**config.mk**
```make
export PLATFORM = sky130hd
export DESIGN_NAME = pwm_memoire_arbiter
export DESIGN_NICKNAME = d
export VERILOG_FILES = /design/src/rtl/pwm_memoire_pkg.sv /design/src/rtl/pwm_rr_arb2.sv /design/src/rtl/pwm_memoire_arbiter.sv
export SDC_FILE = /design/constraint.sdc
export NUM_CORES = 1
export LEC_CHECK = 0
export CAP_MARGIN = 0
export CORE_AREA = 2 2 106 108
export DETAILED_ROUTE_END_ITERATION = 10
export DIE_AREA = 0 0 108 110
export GPL_ROUTABILITY_DRIVEN = 0
export GPL_TIMING_DRIVEN = 0
export PLACE_DENSITY = 0.76
export SETUP_SLACK_MARGIN = 0.2
export SLEW_MARGIN = 20
export SYNTH_ARGS = -nofsm -noshare
export SYNTH_HDL_FRONTEND = slang
export SYNTH_HIERARCHICAL = 1
export SYNTH_SLANG_ARGS = --single-unit
```
**constraint.sdc**
```tcl
create_clock -name clk -period 5.5 [get_ports clk]
set_clock_uncertainty 0.1 [all_clocks]
set_input_delay 1.1 -clock clk [delete_from_list [all_inputs] [get_ports clk]]
set_output_delay 1.1 -clock clk [all_outputs]
set_load 0.02 [all_outputs]
```
**src/rtl/pwm_memoire_pkg.sv**
```systemverilog
// pwm_memoire_pkg: shared defaults, owner encoding and Avalon request bundle
// for the PWM pattern RAM arbiter.
package pwm_memoire_pkg;
   localparam int DEF_ADDR_W = 13;
   localparam int DEF_DATA_W = 32;
   localparam int DEF_DEPTH  = 5000;
   localparam int BE_W       = DEF_DATA_W / 8;

   typedef enum logic {OWN_M0, OWN_M1} owner_t;

   typedef struct packed {
      logic [DEF_ADDR_W-1:0] address;
      logic                  read;
      logic                  write;
      logic [BE_W-1:0]       byteenable;
      logic [DEF_DATA_W-1:0] writedata;
   } av_req_t;
endpackage

```
**src/rtl/pwm_rr_arb2.sv**
```systemverilog
// pwm_rr_arb2: two-input same-cycle grant with round-robin or fixed priority,
// plus the last_grant register.
module pwm_rr_arb2
   import pwm_memoire_pkg::*;
#(
   parameter int PRIO_MODE = 0
) (
   input  logic clk,
   input  logic rst_ni,
   input  logic req0_i,
   input  logic req1_i,
   output logic gnt0_o,
   output logic gnt1_o
);
   owner_t last_q, last_d;

   // Reset leaves last_grant at m1 so m0 wins the first contention.
   assign gnt0_o = req0_i & (~req1_i | (PRIO_MODE != 0) | (last_q == OWN_M1));
   assign gnt1_o = req1_i & ~gnt0_o;
   assign last_d = gnt0_o ? OWN_M0 : gnt1_o ? OWN_M1 : last_q;

   always_ff @(posedge clk or negedge rst_ni)
      if (!rst_ni) last_q <= OWN_M1;
      else         last_q <= last_d;
endmodule

```
**src/rtl/pwm_memoire_arbiter.sv**
```systemverilog
// pwm_memoire_arbiter: shares the single-port PWM pattern RAM between two Avalon
// masters with range checking, a one-stage read return and an error counter.
module pwm_memoire_arbiter
   import pwm_memoire_pkg::*;
#(
   parameter int ADDR_W    = DEF_ADDR_W,
   parameter int DATA_W    = DEF_DATA_W,
   parameter int DEPTH     = DEF_DEPTH,
   parameter int PRIO_MODE = 0,
   parameter int ERR_W     = 16
) (
   input  logic                clk,
   input  logic                reset_n,
   input  logic [ADDR_W-1:0]   m0_address,
   input  logic                m0_read,
   input  logic                m0_write,
   input  logic [DATA_W/8-1:0] m0_byteenable,
   input  logic [DATA_W-1:0]   m0_writedata,
   output logic                m0_waitrequest,
   output logic [DATA_W-1:0]   m0_readdata,
   output logic                m0_readdatavalid,
   input  logic [ADDR_W-1:0]   m1_address,
   input  logic                m1_read,
   input  logic                m1_write,
   input  logic [DATA_W/8-1:0] m1_byteenable,
   input  logic [DATA_W-1:0]   m1_writedata,
   output logic                m1_waitrequest,
   output logic [DATA_W-1:0]   m1_readdata,
   output logic                m1_readdatavalid,
   output logic [ADDR_W-1:0]   ram_address,
   output logic                ram_chipselect,
   output logic                ram_write,
   output logic [DATA_W/8-1:0] ram_byteenable,
   output logic [DATA_W-1:0]   ram_writedata,
   input  logic [DATA_W-1:0]   ram_readdata,
   output logic                ram_clken,
   output logic [ERR_W-1:0]    err_count
);
   av_req_t          m0_req, m1_req, sel;
   logic             gnt0, gnt1, any_gnt, in_range;
   logic             rd_pend_q, rd_oor_q;
   owner_t           rd_owner_q;
   logic [ERR_W-1:0] err_q, err_d;
   logic [DATA_W-1:0] rd_data;

   assign m0_req = '{m0_address, m0_read, m0_write, m0_byteenable, m0_writedata};
   assign m1_req = '{m1_address, m1_read, m1_write, m1_byteenable, m1_writedata};

   // Requests are masked during reset so nothing is granted while reset_n is low.
   pwm_rr_arb2 #(.PRIO_MODE(PRIO_MODE)) u_arb (
      .clk    (clk),
      .rst_ni (reset_n),
      .req0_i ((m0_read | m0_write) & reset_n),
      .req1_i ((m1_read | m1_write) & reset_n),
      .gnt0_o (gnt0),
      .gnt1_o (gnt1)
   );

   assign any_gnt        = gnt0 | gnt1;
   assign sel            = gnt1 ? m1_req : m0_req;
   assign in_range       = 32'(sel.address) < 32'($unsigned(DEPTH));
   assign m0_waitrequest = ~gnt0;
   assign m1_waitrequest = ~gnt1;

   assign ram_address    = sel.address;
   assign ram_byteenable = sel.byteenable;
   assign ram_writedata  = sel.writedata;
   assign ram_chipselect = any_gnt & in_range;
   assign ram_write      = any_gnt & sel.write & in_range;
   assign ram_clken      = 1'b1;

   assign err_d     = (any_gnt && !in_range && err_q != '1) ? err_q + ERR_W'(1) : err_q;
   assign err_count = err_q;

   always_ff @(posedge clk or negedge reset_n)
      if (!reset_n) begin
         rd_pend_q  <= 1'b0;
         rd_owner_q <= OWN_M0;
         rd_oor_q   <= 1'b0;
         err_q      <= '0;
      end else begin
         rd_pend_q  <= any_gnt & ~sel.write;
         rd_owner_q <= gnt1 ? OWN_M1 : OWN_M0;
         rd_oor_q   <= ~in_range;
         err_q      <= err_d;
      end

   assign rd_data          = rd_oor_q ? '0 : ram_readdata;
   assign m0_readdatavalid = rd_pend_q & (rd_owner_q == OWN_M0);
   assign m1_readdatavalid = rd_pend_q & (rd_owner_q == OWN_M1);
   assign m0_readdata      = m0_readdatavalid ? rd_data : '0;
   assign m1_readdata      = m1_readdatavalid ? rd_data : '0;
endmodule

```
Yosys cells after proc, flatten, opt, wreduce, memory -nomap -nowiden
Index checks and enable logic that the tools add are counted.
W data, S select, Z words.
{"block": "op_classes", "add_sub_neg": 1, "magnitude_cmp": 1, "eq_ne": 1, "muxes": 7, "n_bitwise": 20, "n_reduce_logical": 4}
{"op": "$mux W32", "n": 3}
{"op": "$mux W51", "n": 1}
{"op": "$add A16 B1 Y16 const B", "n": 1}
{"op": "$ne A16 B16 Y1 const B", "n": 1}
{"op": "$lt A13 B13 Y1 const B", "n": 1}
{"op": "$and A1 B1 Y1", "n": 10}
{"op": "$not A1 Y1", "n": 6}
{"op": "$or A1 B1 Y1", "n": 4}
{"op": "$mux W1", "n": 3}
{"op": "$logic_and A1 B1 Y1", "n": 2}
{"op": "$reduce_bool A2 Y1", "n": 1}
{"op": "$logic_not A1 Y1", "n": 1}
{"block": "word_totals", "reg_bits": 20, "inputBits": 136, "out_inout_bits": 136}

Logic depth before layout (Yosys ltp)
Gate-level depths: netlist of the first run.
{"block": "depth", "word_depth": 12, "mapped_depth": 9, "mapped_depth_nobuf": 7}

Hierarchy
The synthesis of the first run kept the hierarchy.
{"module": "pwm_memoire_arbiter", "n_inst": 1, "cells_each": 260, "area_each_um2": 2200.9, "seq_area_each_um2": 475.5}
{"module": "pwm_rr_arb2", "n_inst": 1, "cells_each": 6, "area_each_um2": 53.8, "seq_area_each_um2": 26.3}

Worst setup path before layout of the first run
OpenSTA, ideal clock, no wires.
{"block": "synth_timing", "kind": "input port to output port", "start": "input port m0_read", "end": "output port ram_chipselect", "t_arrival_ns": 2.836, "t_required_ns": 4.300, "slack_ns": 1.464, "cell_stages": 8, "n_path_buf": 2, "cell_sequence": "o21a_1 a21boi_0 buf_6 inv_2 o311ai_2 o21ai_4 buf_6 nor2_1"}
{"block": "synth_between", "elab_chain_cells": 8}
{"item": "from (decl)", "line": "pwm_memoire_arbiter.sv:15", "rtl": "input logic m0_read,"}
{"item": "$or A1 B1 Y1 *", "line": "pwm_memoire_arbiter.sv:53", "rtl": ".req0_i ((m0_read | m0_write) & reset_n),"}
{"item": "$and A1 B1 Y1 *", "line": "pwm_memoire_arbiter.sv:53"}
{"item": "$and A1 B1 Y1 *", "line": "pwm_rr_arb2.sv:18", "rtl": "assign gnt0_o = req0_i & (~req1_i | (PRIO_MODE != 0) | (last_q == OWN_M1));"}
{"item": "$not A1 Y1 *", "line": "pwm_rr_arb2.sv:19", "rtl": "assign gnt1_o = req1_i & ~gnt0_o;"}
{"item": "$and A1 B1 Y1 *", "line": "pwm_rr_arb2.sv:19"}
{"item": "net gnt1", "line": "pwm_memoire_arbiter.sv:40", "rtl": "logic gnt0, gnt1, any_gnt, in_range;"}
{"item": "$mux W51", "line": "pwm_memoire_arbiter.sv:60", "rtl": "assign sel = gnt1 ? m1_req : m0_req;"}
{"item": "$lt A13 B13 Y1", "line": "pwm_memoire_arbiter.sv:61", "rtl": "assign in_range = 32'(sel.address) < 32'($unsigned(DEPTH));"}
{"item": "$and A1 B1 Y1 *", "line": "pwm_memoire_arbiter.sv:68", "rtl": "assign ram_chipselect = any_gnt & in_range;"}
{"item": "to (decl)", "line": "pwm_memoire_arbiter.sv:31", "rtl": "output logic ram_chipselect,"}
The timed path passes the listed nets; every way through them passes the cells marked *.

Worst setup path after layout of the first run
{"block": "layout_timing", "start": "input port m1_write", "end": "output port ram_chipselect"}
{"block": "layout_between", "elab_chain_cells": 10}
{"item": "from (decl)", "line": "pwm_memoire_arbiter.sv:24", "rtl": "input logic m1_write,"}
{"item": "$or A1 B1 Y1 *", "line": "pwm_memoire_arbiter.sv:54", "rtl": ".req1_i ((m1_read | m1_write) & reset_n),"}
{"item": "$and A1 B1 Y1 *", "line": "pwm_memoire_arbiter.sv:54"}
{"item": "$not A1 Y1", "line": "pwm_rr_arb2.sv:18"}
{"item": "$or A1 B1 Y1", "line": "pwm_rr_arb2.sv:18"}
{"item": "$and A1 B1 Y1", "line": "pwm_rr_arb2.sv:18"}
{"item": "$not A1 Y1", "line": "pwm_rr_arb2.sv:19"}
{"item": "$and A1 B1 Y1 *", "line": "pwm_rr_arb2.sv:19"}
{"item": "net gnt1", "line": "pwm_memoire_arbiter.sv:40"}
{"item": "$mux W51", "line": "pwm_memoire_arbiter.sv:60"}
{"item": "$lt A13 B13 Y1", "line": "pwm_memoire_arbiter.sv:61"}
{"item": "$and A1 B1 Y1 *", "line": "pwm_memoire_arbiter.sv:68"}
Marks and branches as above.

==> key figures, run 1 <==
Run
  – Maximum Capacitance Violations: 0

Min path
  – Worst min-delay path category: flop to flop
  – Startpoint of the lowest-slack hold path: err_count[6]
  – Instance count along the most critical hold path: 1
  – Endpoint with the worst hold slack: err_count[6]

Die
  – Starting density of the core: 21.1%
  – Top-Level Pins: 272
  – Die X-Extent: 108 µm
  – Die span in y: 110 µm
  – Overall die area: 11900 µm²
  – Core outline area: 10700 µm²
  – Total number of placement rows: 38

Timing
  – Worst hold slack across all endpoints: 0.405 ns
  – Upper clock frequency limit: 199 MHz
  – Final Cycle Share: 91.6%
  – Min Clock Period, post-route: 5.04 ns
  – Setup Viol. Count Final: 0
  – Max_slew headroom: 63.1%
  – Total Negative Setup Slacks: 0 ns
  – Transition time at the pin with the least slew margin: 0.554 ns
  – Unrepaired setup endpoints after global routing: false
  – Hold violation count in the final report: 0
  – Count of final max-slew check failures: 0

Routing
  – Wire length per cell: 15.2 µm
  – Number of search-and-repair iterations in the first detailed-routing pass: 4
  – Number of vias per cell: 4.37
  – Total detailed-routing wirelength: 10.3 mm
  – Post-detailed-route count of antenna-violating nets: 0
  – Via count: 2974
  – # DRC: 0
  – Initial detailed-routing violation count: 132

Synthesis
  – Most numerous cell types in the synthesized netlist: 71 x nor2_1, 49 x mux2_2, 33 x nand2b_1
  – Net Count, Synth: 403
  – Post-synth design cell area: 2250 µm²
  – Cell types with the largest area share after synthesis: mux2_2 24%, dfrtp_1 21%, nor2_1 12%
  – Number of distinct library cell variants in the gate-level netlist after synthesis: 40
  – Syn Area/Cell: 8.48 µm²
  – Most area-hungry cell type in the Yosys netlist: mux2_2
  – Yosys synthesis warning count: 6
  – Most common flop cell mapped by yosys: dfrtp_1
  – Cell count after synthesis: 266
  – Area fraction of the dominant cell type after synthesis: 24.5%
  – Async set-reset flop share out of synthesis: 100%
  – Synthesized flop and latch total: 20
  – Most frequent cell after synthesis: nor2_1
  – Sequential cell area fraction in the yosys report: 22.3%
  – Count of flip-flops with a built-in enable after synthesis: 0

Power and ir drop
  – Power Density: 170 nW/µm²
  – Worst vdd ir: 0.0000974 V
  – Overall power: 882 µW
  – Leakage power of the design: 0.00197 µW

Place
  – Count of placed standard cells including taps: 676
  – DPL Wire Length: 8.98 mm
  – Count of buffers inserted at the top-level ports: 270

Critical path
  – Startpoint kind of the worst setup timing path: input pin
  – Crit path required time: 4.30 ns
  – Cell with the largest stage delay on the worst path: clkdlybuf4s50_1
  – Cell chain of the critical path: clkdlybuf4s50_1 > o21a_1 > a21boi_1 > buf_6 > inv_2 > o311ai_2 > o21ai_4 > buf_6 > nor2_1 > clkdlybuf4s50_1
  – Cell type group with the largest total delay on the critical path: buffers and inverters
  – Critical path peak fanout: 10
  – Launching point of the worst reg2reg path: u_arb/last_q
  – Peak per-stage delay on the critical path: 0.62 ns
  – Destination of the worst register-to-register timing path: err_count[1]
  – Number of cells on the worst reg-to-reg path: 7
  – Type of the worst setup path: input pin to output pin
  – Buffers plus inverters on the worst setup path: 5
  – Register-to-Register Setup Slack: 3.21 ns
  – Arrival time at the worst endpoint: 3.84 ns
  – Critical path endpoint category: output pin

Finish
  – Total of fill cells in the finished design: 1012
  – Growth of design area from synthesis to finish: 131%
  – Diodes inserted: 0
  – Finished Core Util: 48.6%
  – Non-Filler Instances: 680
  – Fraction of layout instances using a drive strength above 1: 14.8%
  – Layout net count: 678

Clock tree
  – TritonCTS clock tree: done
  – Deepest clock path buffer count: 2
  – Post-CTS setup buffers: 0
  – Clock-pin slew of the registers on the worst-case setup and hold paths: 0.08 ns
  – Clock latency reported for the late side of the worst-skew pair: 0.26 ns
  – Clock H-tree levels: 1
  – Master cell of the clock root buffer: clkbuf_8
  – Number of buffers inserted during clock tree synthesis: 3
  – Clock net sink count: 20

Outcome
  – Result of the run: complete, no violations

Global routing
  – Final global-route overflow total: 0
  – First-pass GRT wire length: 15.5 mm
  – Via count of the first global-routing pass: 3035
  – Antenna violations before repair: 0
  – Combined global-route utilization of all metal layers: 16.4%
  – Pin count of the biggest net entering global routing: 23
## layout by cell type, fill, tap and decap left out, drive strengths merged, types with 2 or more instances in the layout
cell type and instances:
nand2b 33, nand4 11, a21oi 2, a21boi 2, o21ai 3, and3 6
xnor2 14, dfrtp 19, or3 2, clkbuf 19, mux2 50, and2 4
o21a 2, buf 4, clkdlybuf4s50 269, nand3 8, inv 7, nor2 71
## how the worst max path moves through the flow
| stage | from | end | slack, ns | cells after the start |
|---|---|---|---|---|
| 6_report | m1_write | ram_chipselect | 0.46 | 10 |
| 5_1_grt | m1_write | ram_write | 0.31 | 10 |
| 4_1_cts | reset_n | ram_chipselect | 0.28 | 10 |
| 3_5_place_dp | reset_n | ram_chipselect | -0.51 | 10 |
| 3_3_place_gp | reset_n | ram_chipselect | -0.41 | 10 |
| 2_1_floorplan | m0_read | ram_chipselect | 1.46 | 8 |
## area by class of cell
type	instances	area (µm²)	area share, %
tap	140	175	3.37
inverter	7	26.3	0.505
multi-input combinational	220	1630	31.4
timing repair buffer	270	2700	51.9
clock buffer	3	41.3	0.794
buffer	19	93.8	1.80
sequential	20	502	9.65
clock inverter	1	30.0	0.577
## per-stage QoR
stage                     cell area (µm²)  worst slack, ns
after global routing                 5200            0.310
after CTS                            5200            0.278
after detailed placement             5130           -0.509
final                                5200            0.465
after floorplan                      2250             1.46
after global placement               5130           -0.407
## per-layer routing
metal,routed length (µm),track usage [%],vias up,share of wire (%)
met4,210,3.94,0,2.0
li1,-,-,1442,-
met3,1130,4.94,17,11
met1,3710,17.3,1338,36
met5,0,0,-,0
met2,5260,31.7,177,51
## report_power, final
group	switching (µW)	internal [µW]
combinational	239	295
sequential	29.2	171
clock	51.1	97.2
## registers in the layout (all words and copies together) (netlist names)
name	count
u_arb/last_q	1
rd_pend_q	1
rd_oor_q	1
err_count	16
rd_owner_q	1
## cell families (layout without fill, tap and decap cells)
family / after synthesis / count (layout) / synth area share (%)
AOI/OAI and AO/OA: 12 / 12 / 5.16
xor gates and xnor gates: 15 / 15 / 6.83
adders and majority gates: 1 / 1 / 0.555
buffers and inverters: 26 / 300 / 5.33
DFF: 20 / 20 / 22.3
muxes: 50 / 50 / 25.1
other: 1 / 1 / 0.166
and+or+nand+nor: 141 / 141 / 34.6
## what timing repair did
action / in CTS / in global routing
hold buffers: 0 / 0
setup endpoints to repair: 50 / 2
gates resized for setup: 5 / 2
(Power assumes the default switching activity.)
==> run 2, diff against run 1 <==
CORE_AREA = 2 2 104 106   (was 2 2 106 108)
DIE_AREA = 0 0 106 108   (was 0 0 108 110)
DONT_BUFFER_PORTS = 1   (was not set)
PLACE_DENSITY = 0.44   (was 0.76)
SLEW_MARGIN = not set   (was 20)
==> run 2 against run 1 <==
Against the previous run: routed wire length fell by 23%; count of clock-buffer cells in the layout up 1; power fell by 32%; global-route usage fell by 3.9 points; critical path type unchanged; largest power group unchanged.
==> key figures, run 2 (synthesis gave the netlist of run 1 again) <==
Outcome
  – Result of the run: complete, no violations

Global routing
  – First-pass GRT wire length: 10.9 mm
  – Final global-route overflow total: 0
  – Antenna violations before repair: 1
  – Via count of the first global-routing pass: 1903
  – Pin count of the biggest net entering global routing: 23
  – Combined global-route utilization of all metal layers: 12.5%

Clock tree
  – Clock-pin slew of the registers on the worst-case setup and hold paths: 0.07 ns
  – Number of buffers inserted during clock tree synthesis: 3
  – Deepest clock path buffer count: 2
  – Hold_buf cts: 0
  – Clock latency reported for the late side of the worst-skew pair: 0.26 ns
  – Post-CTS setup buffers: 0
  – Clock H-tree levels: 1
  – Count of instances resized after the clock tree is built: 0
  – Clock net sink count: 20
  – Master cell of the clock root buffer: clkbuf_8
  – TritonCTS clock tree: done

Power and ir drop
  – Switching component of the power: 280 µW
  – Switching fraction of total power: 46.7%
  – Logic pwr share: 45.7%
  – Worst vdd ir: 0.000102 V
  – Internal power consumption: 319 µW
  – Clock network power share: 16.5%
  – Leakage power of the design: 0.000935 µW
  – Power Density: 242 nW/µm²
  – Share of total power in sequential cells: 37.9%

Routing
  – Number of vias per cell: 4.92
  – # DRC: 0
  – Post-detailed-route count of antenna-violating nets: 0
  – Total detailed-routing wirelength: 7.90 mm
  – Wire length per cell: 19.4 µm
  – Via count: 2004
  – Number of search-and-repair iterations in the first detailed-routing pass: 4
  – Initial detailed-routing violation count: 89

Critical path
  – Startpoint kind of the worst setup timing path: input pin
  – Critical path endpoint category: output pin
  – Arrival time at the worst endpoint: 3.29 ns
  – Type of the worst setup path: input pin to output pin
  – Critical path peak fanout: 10
  – Register-to-Register Setup Slack: 3.02 ns
  – Crit path required time: 4.30 ns

Timing
  – Setup Viol. Count Final: 0
  – Count of final max-slew check failures: 0
  – Transition time at the pin with the least slew margin: 0.594 ns
  – Unrepaired setup endpoints after global routing: false
  – Total Negative Setup Slacks: 0 ns
  – Final Cycle Share: 81.6%
  – Max_slew headroom: 60.0%
  – Hold violation count in the final report: 0
  – Upper clock frequency limit: 223 MHz
  – Worst hold slack across all endpoints: 0.414 ns
  – Min Clock Period, post-route: 4.49 ns

Finish
  – Total of fill cells in the finished design: 1122
  – Highest-count cells in the layout ignoring fill and taps: 71 x nor2_1, 49 x mux2_2, 33 x nand2b_1
  – Finished Core Util: 24.2%
  – Number of flip-flops under the largest register name: 16
  – Layout net count: 408
  – Footprint of the flip-flops and latches: 502 µm²
  – Most frequent standard cell in the layout excluding fill and tap cells: nor2_1
  – Growth of design area from synthesis to finish: 9.66%
  – Non-Filler Instances: 407
  – Area of the multi-input gates: 1630 µm²
  – Post-route design area: 2470 µm²
  – Fraction of layout instances using a drive strength above 1: 28.9%

Place
  – Count of placed standard cells including taps: 402
  – Count of buffers inserted at the top-level ports: 0
  – Post-detailed-placement cell area: 2420 µm²
  – DPL Wire Length: 6.86 mm

Die
  – Starting density of the core: 22.0%
  – Die span in y: 108 µm
  – Die X-Extent: 106 µm
  – Core outline area: 10200 µm²
  – Overall die area: 11400 µm²
  – Top-Level Pins: 272
  – Total number of placement rows: 37

Min path
  – Worst min-delay path category: flop to flop

Run
  – Maximum Capacitance Violations: 0
[run 2: cell types whose count changed in the layout (fill, tap and decap cells not counted), sizes merged]
cell	change
bufinv	-1
clkdlybuf4s50	-269
diode	+1
[run 2: final cells by class]
type / instances / area share, %
multi-input cells: 220 / 66.0
diodes: 1 / 0.101
well taps: 136 / 6.88
flip-flops and latches: 20 / 20.3
clock buffers: 4 / 1.82
plain buffers: 19 / 3.80
inverters: 7 / 1.06
[run 2: layer usage]
metal  GRT usage (%)  up-vias  wire length, µm
li1                -      902                -
met2            23.5      158             4110
met3            3.44       10              733
met1            13.7      934             2820
met4            3.85        0              238
met5               0        -                0
[run 2: worst max-delay path: stages]
cell and delay [ns]:
o21a_1 0.18, a21boi_0 0.50, buf_6 0.23, inv_2 0.12, o311ai_2 0.37, o21ai_4 0.17
buf_6 0.20, nor2_1 0.42
[run 2: through the flow]
stage	total power [µW]	setup WS [ns]
finish	598	1.01
global route	637	0.808
CTS	609	0.928
detailed placement	508	0.930
global placement	505	1.01
floorplan	456	1.46
[run 2: power groups by stage]
stage                     Combinational [µW]  Clock, µW  Sequential [µW]
after floorplan                          238          0              218
after global placement                   274          0              231
after detailed placement                 277          0              231
after CTS                                278        103              228
after global routing                     297        109              231
final                                    273       98.6              227
[run 2: final timing paths]
kind                       cells past startpoint          from            to
setup / recovery                               8       m0_read     ram_write
hold / removal                                 2  u_arb/last_q  u_arb/last_q
setup reg to reg                               7  u_arb/last_q  err_count[1]
hold reg to reg                                2  u_arb/last_q  u_arb/last_q
max in group asynchronous                      0       reset_n  u_arb/last_q
min in group asynchronous                      0       reset_n  err_count[5]
==> run 3, diff against run 2 <==
PLACE_DENSITY = 0.45   (was 0.44)
clock period = 3.8 ns   (was 5.5 ns; I/O delays follow)
==> run 3 against run 2 <==
Against the previous run: clock power up 120%; worst setup slack got worse by 0.66 ns; global-route usage is essentially flat; worst hold slack worse by 0.33 ns; sequential power grew 44%; final cell count is the same; power is 58% higher; critical path depth unchanged; via count is 0.40% lower; count of clock-buffer cells in the layout fell by 1; non-clock buffer count did not move; first-iteration DRC count is 22% higher.
==> key figures, run 3 (synthesis gave the netlist of run 1 again) <==
Timing
  – Count of final max-slew check failures: 0
  – Crit path setup slack, layout: 0.355 ns
  – Setup Viol. Count Final: 0
  – Final Cycle Share: 90.7%
  – Max_slew headroom: 55.6%
  – Upper clock frequency limit: 290 MHz
  – Transition time at the pin with the least slew margin: 0.666 ns
  – Min Clock Period, post-route: 3.45 ns
  – Unrepaired setup endpoints after global routing: false
  – Hold violation count in the final report: 0

Global routing
  – Pin count of the biggest net entering global routing: 23
  – Via count of the first global-routing pass: 1975
  – Final global-route overflow total: 0
  – First-pass GRT wire length: 11.0 mm
  – Antenna violations before repair: 1
  – Combined global-route utilization of all metal layers: 12.5%

Critical path
  – Critical path peak fanout: 10
  – Launching point of the worst reg2reg path: u_arb/last_q
  – Capturing instance or port of the critical path: ram_write
  – Type of the worst setup path: input pin to output pin
  – Cell type group with the largest total delay on the critical path: compound AO/OA/AOI/OAI gates
  – Startpoint kind of the worst setup timing path: input pin
  – Logic depth of the worst path, buffers included: 8
  – Crit path required time: 2.94 ns
  – Number of cells on the worst reg-to-reg path: 8
  – Buffers plus inverters on the worst setup path: 3
  – Destination of the worst register-to-register timing path: err_count[7]
  – Critical Path Start: m0_read
  – Cell chain of the critical path: o21a_1 > a21boi_2 > buf_6 > inv_2 > o311ai_2 > o21ai_4 > buf_6 > nor2_2
  – Critical Path Most Common Cell: buf_6
  – Critical path endpoint category: output pin
  – Register-to-Register Setup Slack: 1.51 ns
  – Cell with the largest stage delay on the worst path: o311ai_2
  – Arrival time at the worst endpoint: 2.59 ns
  – Peak per-stage delay on the critical path: 0.37 ns

Routing
  – Post-detailed-route count of antenna-violating nets: 0
  – Number of search-and-repair iterations in the first detailed-routing pass: 4
  – Via count: 1996
  – Wire length per cell: 19.2 µm
  – # DRC: 0
  – Initial detailed-routing violation count: 109
  – Number of vias per cell: 4.90
  – Total detailed-routing wirelength: 7.82 mm

Power and ir drop
  – Internal power consumption: 528 µW
  – Switching component of the power: 415 µW
  – Leakage power of the design: 0.000949 µW
  – Worst vdd ir: 0.0000873 V
  – Logic pwr share: 42.1%
  – Clock network power share: 23.2%
  – Overall power: 944 µW
  – Switching fraction of total power: 44.0%
  – Power Density: 376 nW/µm²
  – Share of total power in sequential cells: 34.7%

Die
  – Top-Level Pins: 272
  – Die X-Extent: 106 µm
  – Die span in y: 108 µm
  – Starting density of the core: 22.0%
  – Core outline area: 10200 µm²
  – Total number of placement rows: 37
  – Overall die area: 11400 µm²

Finish
  – Highest-count cells in the layout ignoring fill and taps: 69 x nor2_1, 49 x mux2_2, 33 x nand2b_1
  – Total of fill cells in the finished design: 1142
  – Most frequent standard cell in the layout excluding fill and tap cells: nor2_1
  – Area of the multi-input gates: 1640 µm²
  – Number of flip-flops under the largest register name: 16
  – Layout net count: 408
  – Footprint of the flip-flops and latches: 502 µm²
  – Growth of design area from synthesis to finish: 11.2%
  – Post-route design area: 2510 µm²
  – Fraction of layout instances using a drive strength above 1: 30.4%

Place
  – Count of buffers inserted at the top-level ports: 0
  – Setup WS pre-CTS: -0.245 ns
  – Post-detailed-placement cell area: 2420 µm²
  – DPL Wire Length: 6.72 mm

Min path
  – Worst min-delay path category: input pin to async pin

Clock tree
  – Clock-pin slew of the registers on the worst-case setup and hold paths: 0.09 ns
  – Number of buffers inserted during clock tree synthesis: 3
  – Master cell of the clock root buffer: clkbuf_8
  – TritonCTS clock tree: done
  – Clock H-tree levels: 1
  – Clock latency reported for the late side of the worst-skew pair: 0.26 ns
  – Deepest clock path buffer count: 2
  – Hold_buf cts: 0
  – Clock net sink count: 20

Outcome
  – Result of the run: complete, no violations

Run
  – Maximum Capacitance Violations: 0
-- run 3: power groups by stage --
| stage | clock (µW) | combinational [µW] | sequential [µW] |
|---|---|---|---|
| after CTS | 230 | 403 | 329 |
| after global routing | 240 | 431 | 335 |
| after detailed placement | 0 | 400 | 333 |
| after floorplan | 0 | 344 | 316 |
| after global placement | 0 | 397 | 333 |
| final | 219 | 398 | 327 |
-- run 3: how the worst min path moves through the flow --
stage / start / end / cells past startpoint
floorplan: reset_n / err_count[0] / 0
global placement: reset_n / err_count[6] / 0
detailed placement: reset_n / err_count[6] / 0
CTS: reset_n / err_count[6] / 0
global route: reset_n / err_count[6] / 0
finish: reset_n / err_count[6] / 0
-- run 3: cell type report --
class / count / area share, %
sequential: 20 / 20.0
multi-input combinational: 220 / 65.5
tap: 136 / 6.79
buffer: 19 / 3.74
antenna: 1 / 0.0998
clock buffer: 3 / 1.65
inverter: 7 / 1.05
clock inverter: 1 / 1.20
-- run 3: layer usage --
layer  wire (µm)  GRT usage, %
met5           0             0
met4         168          3.95
met3         603          1.69
met2        4070          24.3
met1        2980          14.0
-- run 3: stage by stage --
step | setup TNS [ns] | hold slack [ns] | instances | util (%)
4_1_cts | 0 | 0.0714 | 406 | 24.5
2_1_floorplan | 0 | 0.364 | 266 | -
3_5_place_dp | -0.485 | 0.365 | 402 | 23.7
5_1_grt | 0 | 0.0562 | 407 | 24.5
3_3_place_gp | -0.455 | 0.365 | 402 | 23.7
6_report | 0 | 0.0787 | 407 | 24.5
-- run 3: what timing repair did --
action / in CTS / in global routing
resized for setup: 4 / 0
setup endpoints to repair: 50 / 0
setup buffers: 0 / 0
